$ cat config.mk
export PLATFORM = sky130hd
export DESIGN_NAME = divider_seq_restoring
export DESIGN_NICKNAME = d
export VERILOG_FILES = /design/src/rtl/divider_seq_restoring.sv
export SDC_FILE = /design/constraint.sdc
export NUM_CORES = 1
export LEC_CHECK = 0
export ABC_AREA = 1
export BUFFER_PORTS_ARGS = -buffer_cell sky130_fd_sc_hd__buf_2
export CAP_MARGIN = 20
export CORE_UTILIZATION = 50
export CTS_CLUSTER_SIZE = 16
export DETAILED_ROUTE_END_ITERATION = 10
export GPL_TIMING_DRIVEN = 1
export PLACE_DENSITY_LB_ADDON = 0.08
export SYNTH_ARGS = -nofsm -noshare
export SYNTH_HDL_FRONTEND = slang
export SYNTH_SLANG_ARGS = --single-unit
$ cat constraint.sdc
create_clock -name clk -period 1.8 [get_ports clk]
set_clock_uncertainty 0.15 [all_clocks]
set_input_delay 0.09 -clock clk [delete_from_list [all_inputs] [get_ports clk]]
set_output_delay 0.09 -clock clk [all_outputs]
set_load 0.02 [all_outputs]
$ cat src/rtl/divider_seq_restoring.sv
// Unsigned sequential restoring divider: one quotient bit per cycle, MSB first,
// with valid/ready handshakes on the operand and result sides.
module divider_seq_restoring #(
  parameter int DW = 4
) (
  input  logic          clk,
  input  logic          rst_n,
  input  logic          in_vld,
  output logic          in_rdy,
  input  logic [DW-1:0] dividend,
  input  logic [DW-1:0] divisor,
  output logic          out_vld,
  input  logic          out_rdy,
  output logic [DW-1:0] quotient,
  output logic [DW-1:0] remainder,
  output logic          div_by_zero
);
  // state | meaning
  // IDLE  | waiting for operands, in_rdy high
  // CALC  | one shift-subtract iteration per cycle, DW cycles
  // DONE  | result presented, held until out_rdy
  localparam int CW = $clog2(DW + 1);

  typedef enum logic [1:0] {IDLE, CALC, DONE} state_t;

  state_t        state, state_nxt;
  logic [DW-1:0] div_r;
  logic [DW-1:0] q_sr;
  logic [DW-1:0] rem;
  logic [CW-1:0] cnt;
  logic [DW-1:0] quo_r;
  logic [DW-1:0] rem_r;
  logic          dbz_r;

  logic [DW:0]   t;
  logic [DW:0]   diff;
  logic          ge;
  logic [DW-1:0] q_nxt;
  logic [DW-1:0] rem_nxt;
  logic          last;
  logic          accept;

  // rem < divisor always holds, so t < 2*divisor and the borrow of the
  // DW+1 bit subtraction is exactly the (t < divisor) decision.
  assign t       = {rem, q_sr[DW-1]};
  assign diff    = t - {1'b0, div_r};
  assign ge      = ~diff[DW];
  assign q_nxt   = {q_sr[DW-2:0], ge};
  assign rem_nxt = ge ? diff[DW-1:0] : t[DW-1:0];
  assign last    = (cnt == CW'(DW - 1));
  assign accept  = in_vld && (state == IDLE);

  always_ff @(posedge clk or negedge rst_n) begin
    if (!rst_n) begin
      state <= IDLE;
    end else begin
      state <= state_nxt;
    end
  end

  always_comb begin
    state_nxt = state;
    in_rdy    = 1'b0;
    out_vld   = 1'b0;
    case (state)
      IDLE: begin
        in_rdy = 1'b1;
        if (in_vld) begin
          state_nxt = (divisor == '0) ? DONE : CALC;
        end
      end
      CALC: begin
        if (last) begin
          state_nxt = DONE;
        end
      end
      DONE: begin
        out_vld = 1'b1;
        if (out_rdy) begin
          state_nxt = IDLE;
        end
      end
      default: state_nxt = IDLE;
    endcase
  end

  always_ff @(posedge clk or negedge rst_n) begin
    if (!rst_n) begin
      div_r <= '0;
      q_sr  <= '0;
      rem   <= '0;
      cnt   <= '0;
      quo_r <= '0;
      rem_r <= '0;
      dbz_r <= 1'b0;
    end else if (accept) begin
      div_r <= divisor;
      q_sr  <= dividend;
      rem   <= '0;
      cnt   <= '0;
      dbz_r <= 1'b0;
      if (divisor == '0) begin
        quo_r <= '1;
        rem_r <= dividend;
        dbz_r <= 1'b1;
      end
    end else if (state == CALC) begin
      q_sr <= q_nxt;
      rem  <= rem_nxt;
      cnt  <= cnt + 1'b1;
      if (last) begin
        quo_r <= q_nxt;
        rem_r <= rem_nxt;
      end
    end
  end

  assign quotient    = quo_r;
  assign remainder   = rem_r;
  assign div_by_zero = dbz_r;

endmodule

Word level (Yosys, flattened, before mapping)

Cells that the tools add are included.

Flip-flop bits (word level): 26
Bits of input ports: 12
Output and inout bits: 11
Logic and storage cells: 48

Add/sub/neg operators: 2
Eq/ne operators: 7
Mux-type cells: 23
Bitwise logic cells: 1
Reduce and logical (&&, ||, !) cells: 7

Operators by type and width:

| kind                  | count |
|---|---|
| $mux W4               | 13 |
| $mux W2               | 4 |
| $mux W3               | 2 |
| $ne A2 B2 Y1 const B  | 3 |
| $pmux W2 S3           | 1 |
| $reduce_and A3 Y1     | 2 |
| $sub A5 B4 Y5         | 1 |
| $logic_not A4 Y1      | 1 |
| $reduce_bool A2 Y1    | 2 |
| $add A3 B1 Y3 const B | 1 |
| $eq A3 B2 Y1 const B  | 1 |
| $mux W1               | 3 |
| $eq A2 B1 Y1 const B  | 1 |
| $eq A2 B2 Y1 const B  | 1 |
| $logic_not A2 Y1      | 1 |
| $ne A2 B1 Y1 const B  | 1 |
| $logic_and A1 B1 Y1   | 1 |
| $not A1 Y1            | 1 |

Depth between registers and ports, before layout

Gate-level depths: netlist of the first run.

Depth after elaboration: 5
Gate-level depth with buffers: 12
Gate-level depth less buffers: 12

Worst setup path after synthesis of the first run

OpenSTA, ideal clock, no wires.

Kind: reg-to-reg
From: register div_r[0]
To: register rem_r[3] (netlist: remainder[3])
Setup time: 113 ps
Arrival time: 1552 ps
Data required time: 1537 ps
Slack: -15 ps
Cell stages (with the launch flop): 11
Path buffers: 0
Clock period less this slack: 1815 ps
Cell sequence: dfrtp_1 ha_1 fa_1 inv_1 nand3_1 nand3_1 nand2_1 nand3_1 nand3_1 nand2_1 inv_1

Longest elaborated chain between the ends: 5

RTL lines:

| what                   | line | source |
|---|---|---|
| from (decl)            | 27   | `logic [DW-1:0] div_r;` |
| from (signal assigned) | 97   | `div_r <= divisor;` |
| $sub A5 B4 Y5          | 46   | `assign diff = t - {1'b0, div_r};` |
| $mux W4                | 49   | `assign rem_nxt = ge ? diff[DW-1:0] : t[DW-1:0];` |
| $mux W4                | 111  | `if (last) begin` |
| $mux W4                | 107  | `end else if (state == CALC) begin` |
| $mux W4                | 96   | `end else if (accept) begin` |
| to (signal assigned)   | 104  | `rem_r <= dividend;` |
| to (signal assigned)   | 113  | `rem_r <= rem_nxt;` |
| to (decl)              | 32   | `logic [DW-1:0] rem_r;` |

No other way between the ends. The select of a mux whose other input is x is not followed.
A chain may end at the register's enable or synchronous reset.

Worst setup path after layout of the first run

Same ends and word-level chain as after synthesis.

==> reports/results.tsv, run 1 <==
metric	value	unit
violated checks	negative setup slack	
Root Buffer Master	clkbuf_4	
status	finished with violations	
# DRC	0	
Pre-Repair DR Iteration Count	4	
largest buffer count on any clock path	2	
PortBufs	22	
Worst Path Class, Setup	flop to flop	
number of placement rows	19	
Setup Fix Bufs, Post-CTS	0	
Ant. Diodes	0	
final worst-path setup slack	-0.0844	ns
simple-gate share of the synthesized area	29.5	%
Post-Syn Nets	196	
share of layout cells above drive strength 1	27.6	%
peak supply drop	1480	uV
NumNets Final	237	
final hold violations	0	
EDFF count, synth	0	
CTS sink count	26	
Mapped Area	1430	um^2
Placeable Area	2730	um^2
leakage	1.00	nW
routability-driven placement congestion ratio	0.882	
Skew-Pair Late Insertion Delay	0.32	ns
Initial Utilization	52.4	%
Seq/Total Area, Yosys	45.5	%
Routed Antenna Nets	0	
Via Count	1312	
CTS buffer count	3	
H-tree levels	1	
unrepaired setup endpoints after global routing	yes	
FF+latch count, synth	26	
cell count after synthesis	177	
Synth Area in Adders	6.64	%
CP Max Fanout	6	
fin crit share	105	%
xor and xnor fraction of the mapped netlist area	0.612	%
DP Worst Slack	-0.0872	ns
Fmax	531	MHz
initial DRC count	55	
Mapped Avg Cell Area	8.09	um^2
vias per inst	5.29	
Pins Over Slew Limit	0	
post-synthesis compound-gate area fraction	8.04	%
commonest non-fill, non-tap cells in the layout	nand2_1 (44), inv_1 (30), dfrtp_1 (26)	
Hold/Removal Path Class	input port to async pin	
Startpoint Class	flop	
overall routing resource usage	21.8	%
PwrDens	1930	nW/um^2
Die X	55.5	um
commonest non-fill, non-tap cell in the layout	nand2_1	
DIE HEIGHT	55.5	um
post-layout min period	1.88	ns
Slew headroom	60.8	%
Main synth FF type	dfrtp_1	
DP HPWL	2260	um
total wire length	3180	um
Critical Path RT	1.88	ns
max-cap viol count	0	
CP arrival	1.97	ns
pin count of the biggest net entering global routing	27	
Ports	23	
Worst-Margin Slew	0.588	ns
P&R area growth vs syn	29.1	%
first-pass GRT wire length	5210	um
grt ovf	0	
initial antenna violation count	0	
count of final setup violators	10	
post-synthesis mux area share	0	%
largest family of logic cells by synthesized area	simple AND/OR/NAND/NOR gates	
wire length per cell	12.8	um
Yosys Warn Count	0	
vias in the first global route	1246	
total die area	3080	um^2
critical path endpoint category	flop	
asr flop ratio synth	100	%
clock slew at reported path FFs	0.14	ns
final core occ	67.6	%
CTS tree	built	
Distinct cells, synth	24	
==> state kept, by name, indices dropped and copies added, names as in the netlist <==
register	flops
div_r	4
q_sr	4
quotient	4
rem	4
remainder	4
cnt	3
state	2
div_by_zero	1
==> worst max-delay path, cell delays in order, from the launching register on <==
cell and delay, ns:
dfrtp_1 0.41, ha_2 0.20, fa_2 0.37, inv_2 0.06, nand3_1 0.11, nand3_2 0.13, nand2_4 0.10, nand3_2 0.08
nand3_1 0.08, nand2_1 0.07, inv_1 0.04
==> cell usage after synthesis, types with 2 or more instances <==
cell type / n / area, um^2
nand2_1: 48 / 180
inv_1: 31 / 116
dfrtp_1: 26 / 651
nand3_1: 20 / 100
nor2_1: 12 / 45.0
ha_1: 6 / 75.1
a21oi_1: 5 / 25.0
o21ai_0: 5 / 25.0
o221ai_1: 4 / 35.0
or2_1: 4 / 25.0
nand2_2: 2 / 12.5
nor2_4: 2 / 22.5
==> kinds of logic after synthesis <==
group / after synthesis
AND/OR/NAND/NOR: 91
flip-flops: 26
AO/OA/AOI/OAI: 18
XOR/XNOR: 1
adder cells (fa/ha/maj): 7
buffers and inverters: 34
==> through the flow <==
stage	hold WS, ns	TNS [ns]	cells	total power [W]	instance area, um^2
5_1_grt	0.162	-1.90	248	0.00389	1850
2_1_floorplan	-0.356	0	177	0.00243	1430
3_3_place_gp	-0.0295	-0.299	233	0.00289	1600
6_report	0.130	-0.609	248	0.00356	1850
3_5_place_dp	-0.0178	-0.684	233	0.00294	1600
4_1_cts	0.142	-0.310	248	0.00331	1760
==> power breakdown <==
group	total, W	leakage (nW)	switching [W]	internal, W
combinational	0.00224	0.660	0.00141	0.000833
sequential	0.00102	0.322	0.000163	0.000861
clock	0.000296	0.0210	0.000173	0.000124
total	0.00356	1.00	0.00175	0.00182
==> cell type report <==
| cell class | instances | area (um^2) |
|---|---|---|
| fill | 235 | 886 |
| inverter | 32 | 120 |
| tap | 31 | 38.8 |
| sequential | 26 | 651 |
| timing repair buffer | 38 | 258 |
| multi-input combinational | 117 | 744 |
| clock buffer | 4 | 36.3 |
==> metal layers <==
metal,GRT usage [%],up-vias,share of wire [%]
met1,26.2,632,43
met4,8.93,0,2.3
met3,2.81,7,4.2
met2,39.1,31,50
met5,0,-,0
li1,-,642,-
==> what timing repair did <==
action,in CTS,in global routing
endpoints found under the hold margin,36,0
resized for setup,5,19
hold buffers,11,0
endpoints found under the setup margin,10,10
pin swaps,2,9
==> path summary, 6_finish.rpt <==
kind	start	to	cells after the start	slack [ns]
max in group asynchronous	rst_n	q_sr[0]	2	0.99
min in group clk	out_rdy	state[1]	3	0.32
worst max-delay path	div_r[0]	remainder[3]	10	-0.08
worst max register to register	div_r[0]	remainder[3]	10	-0.08
worst min-delay path	rst_n	div_r[3]	2	0.13
worst min register to register	quotient[1]	quotient[1]	2	0.33
Note: power is estimated with default switching activity, not from simulation.
==> run 2: changes to the inputs <==
--- a/config.mk
+++ b/config.mk
@@ -12,7 +12,8 @@
 export CTS_CLUSTER_SIZE = 16
 export DETAILED_ROUTE_END_ITERATION = 10
 export GPL_TIMING_DRIVEN = 1
-export PLACE_DENSITY_LB_ADDON = 0.08
+export PLACE_DENSITY = 0.87
+export REMOVE_ABC_BUFFERS = 1
 export SYNTH_ARGS = -nofsm -noshare
 export SYNTH_HDL_FRONTEND = slang
 export SYNTH_SLANG_ARGS = --single-unit
==> reports/results.tsv, run 2 (synthesis gave the netlist of run 1 again) <==
metric	value	unit
largest buffer count on any clock path	2	
first-pass GRT wire length	5260	um
Ant. Diodes	0	
commonest non-fill, non-tap cell in the layout	nand2_1	
max-cap viol count	0	
DP HPWL	2260	um
grt ovf	0	
sequential power share	26.7	%
Critical Path RT	1.89	ns
wire length per cell	15.1	um
critical path endpoint category	flop	
Fmax	501	MHz
Slew headroom	60.7	%
clock slew at reported path FFs	0.15	ns
sequential cell area	651	um^2
status	finished with violations	
Skew-Pair Late Insertion Delay	0.32	ns
Worst-Margin Slew	0.589	ns
Cell Chain, Critical Path	inv_1 > ha_2 > fa_2 > inv_2 > nand3_2 > nand3_1 > nand2_4 > nand3_2 > nand3_1 > nand2_1 > inv_1	
unrepaired setup endpoints after global routing	yes	
final worst-path setup slack	-0.197	ns
routability-driven placement congestion ratio	0.876	
count of final setup violators	10	
WL met1	1390	um
Die X	55.5	um
Root Buffer Master	clkbuf_4	
Bufs and invs on worst path	3	
Routed Antenna Nets	0	
overall routing resource usage	21.7	%
Placeable Area	2730	um^2
met2 wire length	2020	um
leakage	1.03	nW
Pins Over Slew Limit	0	
P&R area growth vs syn	31.8	%
H-tree levels	1	
placed inst area	1610	um^2
Worst path max stage delay	0.38	ns
pin count of the biggest net entering global routing	27	
Sw Pwr	0.00187	W
peak supply drop	1400	uV
uppermost routed layer	met4	
violated checks	negative setup slack	
vias per inst	5.55	
Switching Share	48.4	%
Startpoint Class	flop	
metal3 WL	212	um
r2r startpoint	q_sr[3]	
# DRC	0	
total wire length	3800	um
total die area	3080	um^2
fillers	221	
Final Non-Filler Cells	252	
Comb pwr share	62.9	%
Ports	23	
number of placement rows	19	
Placed Cells	235	
initial DRC count	52	
fin crit share	111	%
Multi-input gate area	737	um^2
initial antenna violation count	0	
CTS sink count	26	
vias in the first global route	1259	
CP arrival	2.09	ns
CP Max Fanout	4	
final hold violations	0	
CTS tree	built	
NumNets Final	241	
CTS buffer count	3	
post-route cell area	1890	um^2
commonest non-fill, non-tap cells in the layout	nand2_1 (44), inv_1 (30), dfrtp_1 (26)	
Critical-path top delay cell	dfrtp_1	
Int Power	0.00199	W
Initial Utilization	52.4	%
DIE HEIGHT	55.5	um
PortBufs	22	
Worst Path Class, Setup	flop to flop	
share of layout cells above drive strength 1	29.0	%
Clk pwr share	10.5	%
post-layout min period	2.00	ns
PwrDens	2040	nW/um^2
Via Count	1398	
CP delay by family, top	simple AND/OR/NAND/NOR gates	
crit path from	q_sr[3]	
Hold/Removal Path Class	input port to async pin	
Pre-Repair DR Iteration Count	4	
run 2: worst reg2reg max path, delay by kind of cell, from the launching register on:
family / cells / cell delay, ns
adders and majority gates: 2 / 0.58
buffers and inverters: 3 / 0.20
DFF: 1 / 0.38
and+or+nand+nor: 6 / 0.63
run 2: area by class of cell:
type | instances | area share (%)
multi-input cells | 117 | 39.1
flip-flops and latches | 26 | 34.5
repair buffers | 42 | 15.3
inverters | 32 | 6.37
well taps | 31 | 2.06
clock inverters | 1 | 1.59
clock buffers | 3 | 1.19
run 2: final timing paths:
check	cells after the start	end	slack, ns
min	2	rem[2]	0.13
max reg2reg	11	remainder[3]	-0.20
max in group asynchronous	2	q_sr[3]	0.98
max	11	remainder[3]	-0.20
min in group clk	3	state[1]	0.31
min reg2reg	1	cnt[0]	0.33
run 2: power groups by stage:
| stage | clock, W | combinational, W | sequential (W) |
|---|---|---|---|
| after global routing | 0.000440 | 0.00263 | 0.00106 |
| after floorplan | 0 | 0.00127 | 0.00112 |
| final | 0.000404 | 0.00243 | 0.00103 |
| after global placement | 0 | 0.00189 | 0.00102 |
| after CTS | 0.000411 | 0.00202 | 0.00102 |
| after detailed placement | 0 | 0.00196 | 0.00103 |
run 2: per-layer routing:
| metal | GRT usage (%) | up-vias |
|---|---|---|
| met5 | 0 | - |
| met4 | 8.21 | 0 |
| met3 | 3.28 | 23 |
| met2 | 40.3 | 59 |
| met1 | 24.9 | 670 |
| li1 | - | 646 |
run 2: metrics by stage:
step | setup TNS [ns] | utilization, % | setup WS [ns] | total power (W) | hold WS [ns]
floorplan | -0.0867 | - | -0.0193 | 0.00240 | -0.356
global placement | -0.607 | 59.0 | -0.0894 | 0.00291 | -0.0322
detailed placement | -1.24 | 59.0 | -0.149 | 0.00299 | -0.0230
CTS | -0.283 | 65.4 | -0.0464 | 0.00345 | 0.148
global route | -2.05 | 69.0 | -0.277 | 0.00413 | 0.165
finish | -1.40 | 69.0 | -0.197 | 0.00386 | 0.127
run 2: repair_timing:
item	4_1_cts	5_1_grt
hold buffers	11	0
pin swaps	1	9
hold endpoints to repair	36	0
setup endpoints to repair	10	10
gates resized for setup	4	19
cloned	0	0
buffers inserted	0	2
